File: config.mk
export PLATFORM = sky130hd
export DESIGN_NAME = bmf_h_decoder_flat
export DESIGN_NICKNAME = d
export VERILOG_FILES = /design/src/rtl/bmf_h_decoder_if.sv /design/src/rtl/bmf_h_decoder.sv /design/src/flat_wrapper.sv
export SDC_FILE = /design/constraint.sdc
export NUM_CORES = 1
export LEC_CHECK = 0
export BUFFER_PORTS_ARGS = -buffer_cell sky130_fd_sc_hd__buf_2
export CAP_MARGIN = 20
export CORE_ASPECT_RATIO = 0.7
export CORE_MARGIN = 2
export CORE_UTILIZATION = 40
export CTS_CLUSTER_SIZE = 25
export DETAILED_ROUTE_END_ITERATION = 8
export GPL_ROUTABILITY_DRIVEN = 0
export GPL_TIMING_DRIVEN = 0
export PLACE_DENSITY = 0.69
export REMOVE_ABC_BUFFERS = 1
export SLEW_MARGIN = 40
export SYNTH_ARGS = -nofsm -noshare
export SYNTH_HDL_FRONTEND = slang
export SYNTH_SLANG_ARGS = --single-unit
File: constraint.sdc
create_clock -name clk -period 2 [get_ports clk]
set_input_delay 0.3 -clock clk [delete_from_list [all_inputs] [get_ports clk]]
set_output_delay 0.3 -clock clk [all_outputs]
set_load 0.005 [all_outputs]
File: src/rtl/bmf_h_decoder_if.sv
// Stream and configuration bundle between the factor-vector producer,
// the H-matrix decoder and the output consumer.
interface bmf_h_decoder_if #(
  parameter int unsigned K = 4,
  parameter int unsigned M = 5
);
  localparam int unsigned AW = $clog2(M + 1);

  logic          in_valid;
  logic          in_ready;
  logic [K-1:0]  in_k;
  logic          out_valid;
  logic          out_ready;
  logic [M-1:0]  out_po;
  logic          cfg_valid;
  logic          cfg_ready;
  logic [AW-1:0] cfg_addr;
  logic [K-1:0]  cfg_data;

  modport slave (
    input  in_valid, in_k, out_ready, cfg_valid, cfg_addr, cfg_data,
    output in_ready, out_valid, out_po, cfg_ready
  );

  modport master (
    output in_valid, in_k, out_ready, cfg_valid, cfg_addr, cfg_data,
    input  in_ready, out_valid, out_po, cfg_ready
  );
endinterface

File: src/rtl/bmf_h_decoder.sv
// Two-stage Boolean-matrix-factorization decoder: expands a K-bit factor
// vector into M outputs through a runtime-loadable H matrix (OR or XOR reduce).
module bmf_h_decoder #(
  parameter int unsigned K  = 4,
  parameter int unsigned M  = 5,
  parameter int unsigned CW = 16
) (
  input  logic                 clk,
  input  logic                 rst,
  bmf_h_decoder_if.slave       bus,
  output logic                 busy_o,
  output logic [CW-1:0]        out_cnt_o
);
  localparam int unsigned AW = $clog2(M + 1);

  typedef enum logic [1:0] {RUN, DRAIN, LOAD} state_e;

  state_e                state_q, state_d;
  logic [M-1:0][K-1:0]   h_q, h_d;
  logic                  mode_q, mode_d;
  logic [M-1:0][K-1:0]   terms_q, terms_d;
  logic                  valid_a_q, valid_a_d;
  logic [M-1:0]          po_q, po_d;
  logic                  valid_b_q, valid_b_d;
  logic [CW-1:0]         cnt_q, cnt_d;
  logic                  ready_a, ready_b, accept_in;

  // Reset matrix: po0 = 0, po_j = k_{j-1} for as many rows as K allows.
  function automatic logic [M-1:0][K-1:0] default_h();
    logic [M-1:0][K-1:0] h;
    h = '0;
    for (int unsigned j = 1; j < M; j++) begin
      if (j <= K) h[j][j-1] = 1'b1;
    end
    return h;
  endfunction

  assign ready_b      = !valid_b_q | bus.out_ready;
  assign ready_a      = !valid_a_q | ready_b;
  assign bus.in_ready = (state_q == RUN) & ready_a & !rst;
  assign accept_in    = bus.in_valid & bus.in_ready;

  assign bus.out_valid = valid_b_q;
  assign bus.out_po    = po_q;
  assign bus.cfg_ready = (state_q == LOAD);
  assign busy_o        = (state_q != RUN);
  assign out_cnt_o     = cnt_q;

  // Config FSM: H and mode only change once both pipeline stages are empty.
  always_comb begin
    state_d = state_q;
    h_d     = h_q;
    mode_d  = mode_q;
    unique case (state_q)
      RUN: begin
        if (bus.cfg_valid) state_d = DRAIN;
      end
      DRAIN: begin
        if (!bus.cfg_valid)                 state_d = RUN;
        else if (!valid_a_q && !valid_b_q)  state_d = LOAD;
      end
      LOAD: begin
        state_d = RUN;
        if (bus.cfg_valid) begin
          for (int unsigned j = 0; j < M; j++) begin
            if (bus.cfg_addr == AW'(j)) h_d[j] = bus.cfg_data;
          end
          if (bus.cfg_addr == AW'(M)) mode_d = bus.cfg_data[0];
        end
      end
      default: state_d = RUN;
    endcase
  end

  // Datapath: stage A holds the AND terms, stage B holds the reduced outputs.
  always_comb begin
    valid_a_d = valid_a_q;
    terms_d   = terms_q;
    valid_b_d = valid_b_q;
    po_d      = po_q;
    cnt_d     = cnt_q + CW'(valid_b_q & bus.out_ready);

    if (ready_a) valid_a_d = accept_in;
    if (accept_in) begin
      for (int unsigned j = 0; j < M; j++) terms_d[j] = h_q[j] & bus.in_k;
    end

    if (ready_b) begin
      valid_b_d = valid_a_q;
      if (valid_a_q) begin
        for (int unsigned j = 0; j < M; j++) begin
          po_d[j] = mode_q ? ^terms_q[j] : |terms_q[j];
        end
      end
    end
  end

  always_ff @(posedge clk or posedge rst) begin
    if (rst) begin
      state_q   <= RUN;
      h_q       <= default_h();
      mode_q    <= 1'b0;
      terms_q   <= '0;
      valid_a_q <= 1'b0;
      po_q      <= '0;
      valid_b_q <= 1'b0;
      cnt_q     <= '0;
    end else begin
      state_q   <= state_d;
      h_q       <= h_d;
      mode_q    <= mode_d;
      terms_q   <= terms_d;
      valid_a_q <= valid_a_d;
      po_q      <= po_d;
      valid_b_q <= valid_b_d;
      cnt_q     <= cnt_d;
    end
  end
endmodule

File: src/flat_wrapper.sv
// flat-port wrapper written by rule: the top's interface ports become plain ports
module bmf_h_decoder_flat 
#(
  parameter int unsigned K  = 4,
  parameter int unsigned M  = 5,
  parameter int unsigned CW = 16
)
  (clk, rst, busy_o, out_cnt_o, bus_in_valid, bus_in_k, bus_out_ready, bus_cfg_valid, bus_cfg_addr, bus_cfg_data, bus_in_ready, bus_out_valid, bus_out_po, bus_cfg_ready);
  bmf_h_decoder_if #(.K(K), .M(M)) bus_i ();
  input  logic clk;
  input  logic rst;
  output logic busy_o;
  output logic [CW-1:0] out_cnt_o;
  input wire logic [$bits(bus_i.in_valid)-1:0] bus_in_valid;
  input wire logic [$bits(bus_i.in_k)-1:0] bus_in_k;
  input wire logic [$bits(bus_i.out_ready)-1:0] bus_out_ready;
  input wire logic [$bits(bus_i.cfg_valid)-1:0] bus_cfg_valid;
  input wire logic [$bits(bus_i.cfg_addr)-1:0] bus_cfg_addr;
  input wire logic [$bits(bus_i.cfg_data)-1:0] bus_cfg_data;
  output wire logic [$bits(bus_i.in_ready)-1:0] bus_in_ready;
  output wire logic [$bits(bus_i.out_valid)-1:0] bus_out_valid;
  output wire logic [$bits(bus_i.out_po)-1:0] bus_out_po;
  output wire logic [$bits(bus_i.cfg_ready)-1:0] bus_cfg_ready;
  assign bus_i.in_valid = bus_in_valid;
  assign bus_i.in_k = bus_in_k;
  assign bus_i.out_ready = bus_out_ready;
  assign bus_i.cfg_valid = bus_cfg_valid;
  assign bus_i.cfg_addr = bus_cfg_addr;
  assign bus_i.cfg_data = bus_cfg_data;
  assign bus_in_ready = bus_i.in_ready;
  assign bus_out_valid = bus_i.out_valid;
  assign bus_out_po = bus_i.out_po;
  assign bus_cfg_ready = bus_i.cfg_ready;
  bmf_h_decoder #(.K(K), .M(M), .CW(CW)) u_core (.clk(clk), .rst(rst), .bus(bus_i), .busy_o(busy_o), .out_cnt_o(out_cnt_o));
endmodule
=== Word-level counts from Yosys, hierarchy flattened ===
Cells that the tools add are included.

* Flip-flop bits (word level): 66
* Output and inout bits: 25
* Logic and storage cells: 71

* $add $sub $neg: 1
* Equality and inequality tests: 9
* Multiplexer cells: 9
* Bitwise operators: 11
* Reductions and logical operators: 25

{| class="wikitable"
|+ Operator list
! cell !! number
|-
| $and 4x4->4 || 5
|-
| $reduce_or 4->1 || 5
|-
| $reduce_xor 4->1 || 5
|-
| $reduce_and 3->1 || 6
|-
| $add 16x16->16 || 1
|-
| $eq 3x2->1 const B || 2
|-
| $eq 3x3->1 const B || 2
|-
| $mux 2 || 3
|-
| $mux 1 || 5
|-
| $and 1x1->1 || 4
|-
| $pmux 2 s2 || 1
|-
| $reduce_and 2->1 || 2
|-
| $eq 3x1->1 const B || 1
|-
| $logic_not 1->1 || 3
|-
| $logic_not 3->1 || 1
|-
| $ne 3x2->1 const B || 1
|-
| $eq 2x1->1 const B || 1
|-
| $eq 2x2->1 const B || 1
|-
| $logic_not 2->1 || 1
|-
| $ne 2x2->1 const B || 1
|-
| $or 1x1->1 || 2
|-
| $reduce_bool 2->1 || 1
|-
| $logic_and 1x1->1 || 1
|}

=== Logic depth before layout (Yosys ltp) ===
Gate-level depths: netlist (run 1).

* Depth after elaboration: 6
* Depth in mapped cells: 5
* Depth with buffers taken out: 5

=== Worst setup path before layout (run 1) ===
No wires, ideal clock.

* Path kind: register to register
* Start point: register u_core.state_q[0]
* End point: register u_core.h_q[16] (netlist bit)
* Library setup time: 0.125 ns
* Data arrival time: 1.407 ns
* Required time: 1.875 ns
* Slack: 0.468 ns
* Stages on the path, launching flop included: 4
* Path buffers: 0
* Clock period less this slack: 1.532 ns
* Cell sequence: dfrtp_1 > or3b_4 > nor3_4 > mux2_2

* Longest elaborated chain between the ends: 2

{| class="wikitable"
|+ Ends and longest elaborated chain
! item !! line !! RTL
|-
| start, declared || bmf_h_decoder.sv:18 || <nowiki>state_e state_q, state_d;</nowiki>
|-
| start signal, assigned || bmf_h_decoder.sv:109 || <nowiki>state_q <= state_d;</nowiki>
|-
| $eq 2x2->1 || bmf_h_decoder.sv:54 || <nowiki>unique case (state_q)</nowiki>
|-
| $reduce_and 3->1 (no line) || - ||
|-
| end signal, assigned || bmf_h_decoder.sv:101 || <nowiki>h_q <= default_h();</nowiki>
|-
| end, declared || bmf_h_decoder.sv:19 || <nowiki>logic [M-1:0][K-1:0] h_q, h_d;</nowiki>
|}

No other way between the ends.
A chain may end at the register's enable or synchronous reset.

=== Final worst setup path (run 1) ===
* Start point: input rst
* End point: output bus_in_ready

* Longest elaborated chain between the ends: 2

{| class="wikitable"
|+ Ends and longest elaborated chain
! item !! line !! RTL
|-
| start, declared || flat_wrapper.sv:11 || <nowiki>input logic rst;</nowiki>
|-
| $logic_not 1->1 || bmf_h_decoder.sv:40 || <nowiki>assign bus.in_ready = (state_q == RUN) & ready_a & !rst;</nowiki>
|-
| $and 1x1->1 || bmf_h_decoder.sv:40 ||
|-
| end, declared || flat_wrapper.sv:20 || <nowiki>output wire logic [$bits(bus_i.in_ready)-1:0] bus_in_ready;</nowiki>
|}

No other way between the ends.

==> results of run 1 <==
==> path summary, 6_finish.rpt <==
check	startpoint	endpoint	slack, ns
max	rst	bus_in_ready	0.15
min	bus_out_ready	u_core.bus.out_valid	0.26
max reg2reg	u_core.bus.out_valid	u_core.out_cnt_o[14]	0.23
min reg2reg	u_core.out_cnt_o[15]	u_core.out_cnt_o[15]	0.47
max in group asynchronous	rst	u_core.out_cnt_o[10]	0.95
min in group asynchronous	rst	u_core.bus.out_valid	0.53
==> metrics by stage <==
| stage | hold slack [ns] | cells | cell area (um2) | total power, mW |
|---|---|---|---|---|
| after detailed placement | 0.3618 | 387 | 3356 | 2.313 |
| after CTS | 0.2389 | 404 | 3545 | 3.376 |
| after floorplan | 0.4338 | 248 | 3005 | 2.068 |
| after global placement | 0.4515 | 386 | 3328 | 2.283 |
| after global routing | 0.2564 | 404 | 3552 | 3.536 |
| final | 0.2551 | 404 | 3552 | 3.332 |
==> registers in the layout, indices dropped and copies added, names as in the netlist <==
name,count
u_core.bus.out_valid,1
u_core.bus.out_po,5
u_core.state_q,2
u_core.h_q,20
u_core.valid_a_q,1
u_core.terms_q,20
u_core.mode_q,1
u_core.out_cnt_o,16
==> Yosys cell counts, types with 6 or more instances <==
cell and count:
nand3_1 6, dfrtp_1 62, mux2i_1 20, xor2_1 10, mux2_2 26, nand2_1 28
ha_1 12, inv_1 24, xnor2_1 10, a21oi_1 6
==> final cells by class <==
type / instances / share of cell area [%]
Clock buffer: 13 / 3.910
Clock inverter: 3 / 1.127
Inverter: 24 / 2.607
Multi-Input combinational cell: 158 / 35.79
Sequential cell: 66 / 46.64
Tap cell: 98 / 3.452
Timing Repair Buffer: 42 / 6.481
==> cell families (layout without fill, tap and decap cells) <==
| family | count (synthesis) | count (layout) |
|---|---|---|
| AO/OA/AOI/OAI | 6 | 6 |
| adder cells (fa/ha/maj) | 12 | 12 |
| buffers and inverters | 27 | 82 |
| multiplexers | 46 | 46 |
| XOR/XNOR | 20 | 20 |
| flip-flops | 66 | 66 |
| AND/OR/NAND/NOR | 74 | 74 |
==> routing by layer <==
layer  GRT usage (%)  part of all wire (%)  vias up
li1                -                     -      949
met1           22.64                    51      935
met2           22.26                    43       40
met3           6.037                   5.0        6
met4           4.231                   1.4        0
met5               0                     0        -
==> where the power goes <==
group | internal, mW | total (mW) | switching, mW | leakage, nW
Sequential | 1.54 | 1.69 | 0.147 | 0.873
Clock | 0.574 | 1.05 | 0.476 | 0.0914
Combinational | 0.323 | 0.594 | 0.271 | 0.842
==> worst register-to-register path, stage by stage, from the launching register on <==
cell and delay [ns]:
dfrtp_1 0.43, and2_1 0.19, ha_1 0.19, nand4_2 0.25
nor4_1 0.44, xor2_1 0.19
==> timing repair <==
action                                 4_1_cts  5_1_grt
resized for setup                            0        1
endpoints found under the hold margin       29        0
hold buffers                                 1        0
setup endpoints to repair                    0       15
==> layout by cell type (no fill, tap or decap), types with 2 or more instances in the layout <==
cell type	instances
clkinv_2	2
buf_2	40
nand2_1	28
nand3_1	5
and3b_1	5
nand2b_1	3
mux2i_1	20
nand4_1	4
xnor2_1	10
dfstp_2	4
nor4_1	5
clkbuf_1	4
nor3_1	4
a21oi_1	6
nor3b_1	2
inv_1	23
xor2_1	10
nand3b_1	3
ha_1	12
mux2_2	26
nor2_1	5
and2_1	2
dfrtp_1	62
clkbuf_8	9
==> summary.md, run 1 <==
| Metric | Value |
|---|---|
| Worst Path Buf+Inv | 3 |
| Reg area | 1657 um2 |
| HP Class | input port to register |
| Ys async rst share | 100.0% |
| Initial antenna violation count | 0 |
| Synth Area in Adders | 4.973% |
| DRT Pass-1 Iters | 4 |
| Syn avg cell area | 12.03 um2 |
| Dominant cell type by area after synthesis | dfrtp_1 |
| Overall die height | 76.69 um |
| Core Rows | 26 |
| Leak Pwr | 1.807 nW |
| Tmin final | 1.854 ns |
| Synthesis-stage register bit count | 66 |
| Post-synthesis sequential area ratio | 54.87% |
| Max Slew Vio Count | 0 |
| Diode count | 0 |
| CTS clk-pin slew, worst paths | 0.07 ns |
| Post-CTS Setup Inserts | 0 |
| Max_cap viols | 0 |
| Critical Path Stages | 5 |
| Vias in the first global route | 1917 |
| CP arrival | 1.55 ns |
| Main combinational cell family by area after synthesis | multiplexers |
| CTS root buf | clkbuf_8 |
| Syn. warnings | 0 |
| Post-DRT Antenna Nets | 0 |
| Core footprint | 7320 um2 |
| CP cell instances | dlygate4sd3_1 > buf_2 > nor3_1 > and2_1 > buf_2 |
| Fin Clk Skew | 0.003702 ns |
| Routed WL | 5.769 mm |
| Worst endpoint required time | 1.70 ns |
| I/O pins | 41 |
| Final Hold Vio Count | 0 |
| Drt initial violations | 82 |
| Setup CP Type | input port to primary output |
| Crit-path max FO | 2 |
| # setup viols final | 0 |
| Slew headroom | 70.17% |
| Setup crit end kind | primary output |
| DR vias/cell | 4.777 |
| Tot GR Track Use | 15.76% |
| Fillers | 699 |
| DP Wirelength | 4.003 mm |
| Multi-input logic area | 1271 um2 |
| Xor/xnor cell area share of the yosys netlist | 5.802% |
| Die Span X | 107.8 um |
| Finished Core Util | 48.53% |
| Vias | 1930 |
| Pin count of the biggest net entering global routing | 35 |
| Pwr dens | 937.9 nW/um2 |
| Final period util | 92.72% |
| Clock sink count | 66 |
| Post-synthesis cell count | 251 |
| Post-synth cell types | 29 |
| Most Frequent Cell on Critical Path | buf_2 |
| Die Footprint | 8270 um2 |
| Post-synthesis simple-gate area fraction | 13.59% |
| Compound-Gate Fraction of Synth Area | 0.9946% |
| Clk buf depth | 2 |
| Share of cells above drive strength 1 | 29.41% |
| RSZ-0062 raised after global routing | no |
| TNS Setup | 0 ns |
| Area delta synth->final | 17.65% |
| Status | finished, final reports clean |
| First-pass GRT wire length | 9.722 mm |
| Total grt overflow | 0 |
| FF-to-FF path depth | 5 |
| Yosys top cell area share | 51.39% |
| Hold path cells | 3 |
| CP top delay family | buffers and inverters |
| Nets | 329 |
| Mux cell area share after synthesis | 16.33% |
| Port bufs | 40 |
| Final WS setup | 0.1456 ns |
| Area contributors post-synth | dfrtp_1 51%, mux2_2 9.7%, mux2i_1 6.6% |
| Crit path launch type | input port |
| CP peak stage delay | 0.53 ns |
| Achievable clock frequency | 539.3 MHz |
| Number of synthesized flops with an enable pin | 0 |
| VDD IR-drop max | 0.0005487 V |
| Slowest cell on crit path | dlygate4sd3_1 |
| CTS H-tree depth | 3 |
| Worst Max-Slew Pin Slew | 0.4458 ns |
| TritonCTS Buffers | 9 |
| Main synth FF type | dfrtp_1 |
| DRC Markers | 0 |
| WL/cell | 14.28 um |
| Clock tree from TritonCTS | done |
| Worst skew pair latency | 0.34 ns |
| Pre-CTS WS | 0.1827 ns |
| Initial Util | 41.25% |
| Cell Area, Synth | 3019 um2 |
(Power assumes the default switching activity.)
==> run 2: changes to the inputs <==
MAX_ROUTING_LAYER = met4   (was unset)
==> run 2 against run 1 <==
Net effect:
- first-iteration DRC count is 4.9% lower
- clock power barely moved
- final area unchanged
- global-route usage is 0.45 points higher
- setup slack lost 0.0058 ns
- combinational power hardly changed
- die area did not move
- largest cell class unchanged
- cell count is the same
- worst hold slack worse by 0.0032 ns
- core utilization is the same
- via count rose by 0.52%
- clock skew hardly changed
==> summary.md, run 2 (synthesis results as in run 1) <==
| Metric | Value |
|---|---|
| DRT Pass-1 Iters | 4 (unchanged) |
| Core Rows | 26 (unchanged) |
| Drt initial violations | 78 (-4.9%) |
| Slew headroom | 70.17% (about the same) |
| Worst R2R Setup Slack | 0.22 ns (about the same) |
| Area delta synth->final | 17.65% (unchanged) |
| Max Slew Vio Count | 0 (unchanged) |
| Pwr dens | 937.6 nW/um2 (about the same) |
| Met1 WL | 2.921 mm (-0.20%) |
| RSZ-0062 raised after global routing | no |
| HP Class | input port to register |
| Fin Clk Skew | 0.003381 ns (-0.0003217 ns) |
| Placed Area | 3356 um2 (unchanged) |
| Tot GR Track Use | 16.21% (+0.45 points) |
| Routed WL | 5.770 mm (about the same) |
| Worst Max-Slew Pin Slew | 0.4458 ns (-0.000004888 ns) |
| Crit path launch type | input port |
| Worst setup path endpoint | bus_in_ready |
| CP arrival | 1.56 ns (about the same) |
| Worst Setup SP | rst |
| CP peak stage delay | 0.53 ns (about the same) |
| DR WL met2 | 2.519 mm (+1.8%) |
| Max_cap viols | 0 (unchanged) |
| CTS clk-pin slew, worst paths | 0.07 ns (about the same) |
| RR Endpoint | u_core.out_cnt_o[14] |
| Max Used Layer | met4 |
| Vias | 1940 (+0.52%) |
| Nets | 329 (unchanged) |
| Finished Cell Area | 3552 um2 (unchanged) |
| Worst skew pair latency | 0.34 ns (about the same) |
| Status | finished, final reports clean |
| WL/cell | 14.28 um (about the same) |
| CP top delay family | buffers and inverters |
| DP Wirelength | 4.003 mm (unchanged) |
| Setup crit end kind | primary output |
| Total grt overflow | 0 (unchanged) |
| Final Power | 3.330 mW (about the same) |
| Setup CP Type | input port to primary output |
| Clock tree from TritonCTS | done |
| Tmin final | 1.860 ns (+0.005848 ns) |
| DRC Markers | 0 (unchanged) |
| Die Footprint | 8270 um2 (unchanged) |
| Crit-path max FO | 2 (unchanged) |
| Worst Path Buf+Inv | 3 (unchanged) |
| Initial Util | 41.25% (unchanged) |
| Achievable clock frequency | 537.6 MHz (-0.31%) |
| TritonCTS Buffers | 9 (unchanged) |
| I/O pins | 41 (unchanged) |
| Met3 routed WL | 258 um (-9.8%) |
| Most common cell after layout, fill and taps aside | dfrtp_1 |
| Core footprint | 7320 um2 (unchanged) |
| CTS H-tree depth | 3 (unchanged) |
| Clock sink count | 66 (unchanged) |
| FF-to-FF path depth | 5 (unchanged) |
| Final period util | 93.01% (+0.29 points) |
| CTS root buf | clkbuf_8 |
| Vias in the first global route | 1922 (+0.26%) |
| # setup viols final | 0 (unchanged) |
| Share of cells above drive strength 1 | 29.41% (unchanged) |
| Final Hold Vio Count | 0 (unchanged) |
| Post-DRT Antenna Nets | 0 (unchanged) |
| DR vias/cell | 4.802 (+0.52%) |
| Diode count | 0 (unchanged) |
| Leading cell types in the layout, fill and taps excluded | 62 x dfrtp_1, 40 x buf_2, 28 x nand2_1 |
| Critical R2R Launch | u_core.bus.out_valid |
| Critical Path Stages | 5 (unchanged) |
| Initial antenna violation count | 0 (unchanged) |
| Post-CTS Setup Inserts | 0 (unchanged) |
| Most Frequent Cell on Critical Path | buf_2 |
| Die Span X | 107.8 um (unchanged) |
| First-pass GRT wire length | 9.722 mm (unchanged) |
| VDD IR-drop max | 0.0005484 V (about the same) |
| Clk buf depth | 2 (unchanged) |
| Pin count of the biggest net entering global routing | 35 (unchanged) |
| Worst endpoint required time | 1.70 ns (about the same) |
| Leak Pwr | 1.807 nW (unchanged) |
| Slowest cell on crit path | dlygate4sd3_1 |
| Overall die height | 76.69 um (unchanged) |
| Port bufs | 40 (unchanged) |
| CP cell instances | dlygate4sd3_1 > buf_2 > nor3_1 > and2_1 > buf_2 |
==> run 2: cell counts in the layout (fill, tap and decap cells not counted) <==
Identical to the previous run, type by type.
==> run 2: area by class of cell <==
| class | instances | area [um2] |
|---|---|---|
| fill | 699 | 3767 |
| sequential | 66 | 1657 |
| multi-input combinational | 158 | 1271 |
| timing repair buffer | 42 | 230.2 |
| clock buffer | 13 | 138.9 |
| tap | 98 | 122.6 |
| inverter | 24 | 92.59 |
| clock inverter | 3 | 40.04 |
==> run 2: worst register-to-register path: stages (launching register included) <==
cell	delay, ns
dfrtp_1	0.43
and2_1	0.19
ha_1	0.19
nand4_2	0.25
nor4_1	0.44
xor2_1	0.19
==> run 2: worst min path at each step <==
| stage | depth (start not counted) | startpoint | slack (ns) | endpoint |
|---|---|---|---|---|
| CTS | 3 | bus_cfg_valid | 0.24 | u_core.state_q[0] |
| global route | 3 | bus_out_ready | 0.26 | u_core.bus.out_valid |
| floorplan | 2 | bus_in_k[0] | 0.43 | u_core.terms_q[0] |
| finish | 3 | bus_out_ready | 0.25 | u_core.bus.out_valid |
| global placement | 1 | u_core.out_cnt_o[15] | 0.45 | u_core.out_cnt_o[15] |
| detailed placement | 2 | rst | 0.36 | u_core.state_q[1] |
==> run 2: report_power, final <==
group / switching [mW] / internal, mW
clock network: 0.475 / 0.574
registers: 0.147 / 1.54
logic: 0.271 / 0.323
total: 0.893 / 2.44
==> run 2: routing by layer <==
metal | vias to the layer above | track usage (%)
met5 | - | -
met4 | 0 | 4.231
met3 | 5 | 6.037
met2 | 43 | 22.26
met1 | 944 | 22.64
li1 | 948 | -
==> run 2: what timing repair did <==
action | 4_1_cts | 5_1_grt
hold buffers | 1 | 0
endpoints found under the hold margin | 29 | 0
gates resized for setup | 0 | 1
setup endpoints to repair | 0 | 15
==> run 2: per-stage QoR <==
stage	setup TNS (ns)	cells	hold slack, ns	setup WS (ns)	util [%]
finish	0	404	0.2519	0.1397	48.53
global placement	-56.61	386	0.4515	-0.8296	45.47
global route	0	404	0.2564	0.07265	48.53
CTS	0	404	0.2389	0.04831	48.43
detailed placement	0	387	0.3618	0.1827	45.85
floorplan	0	248	0.4338	0.05181	-
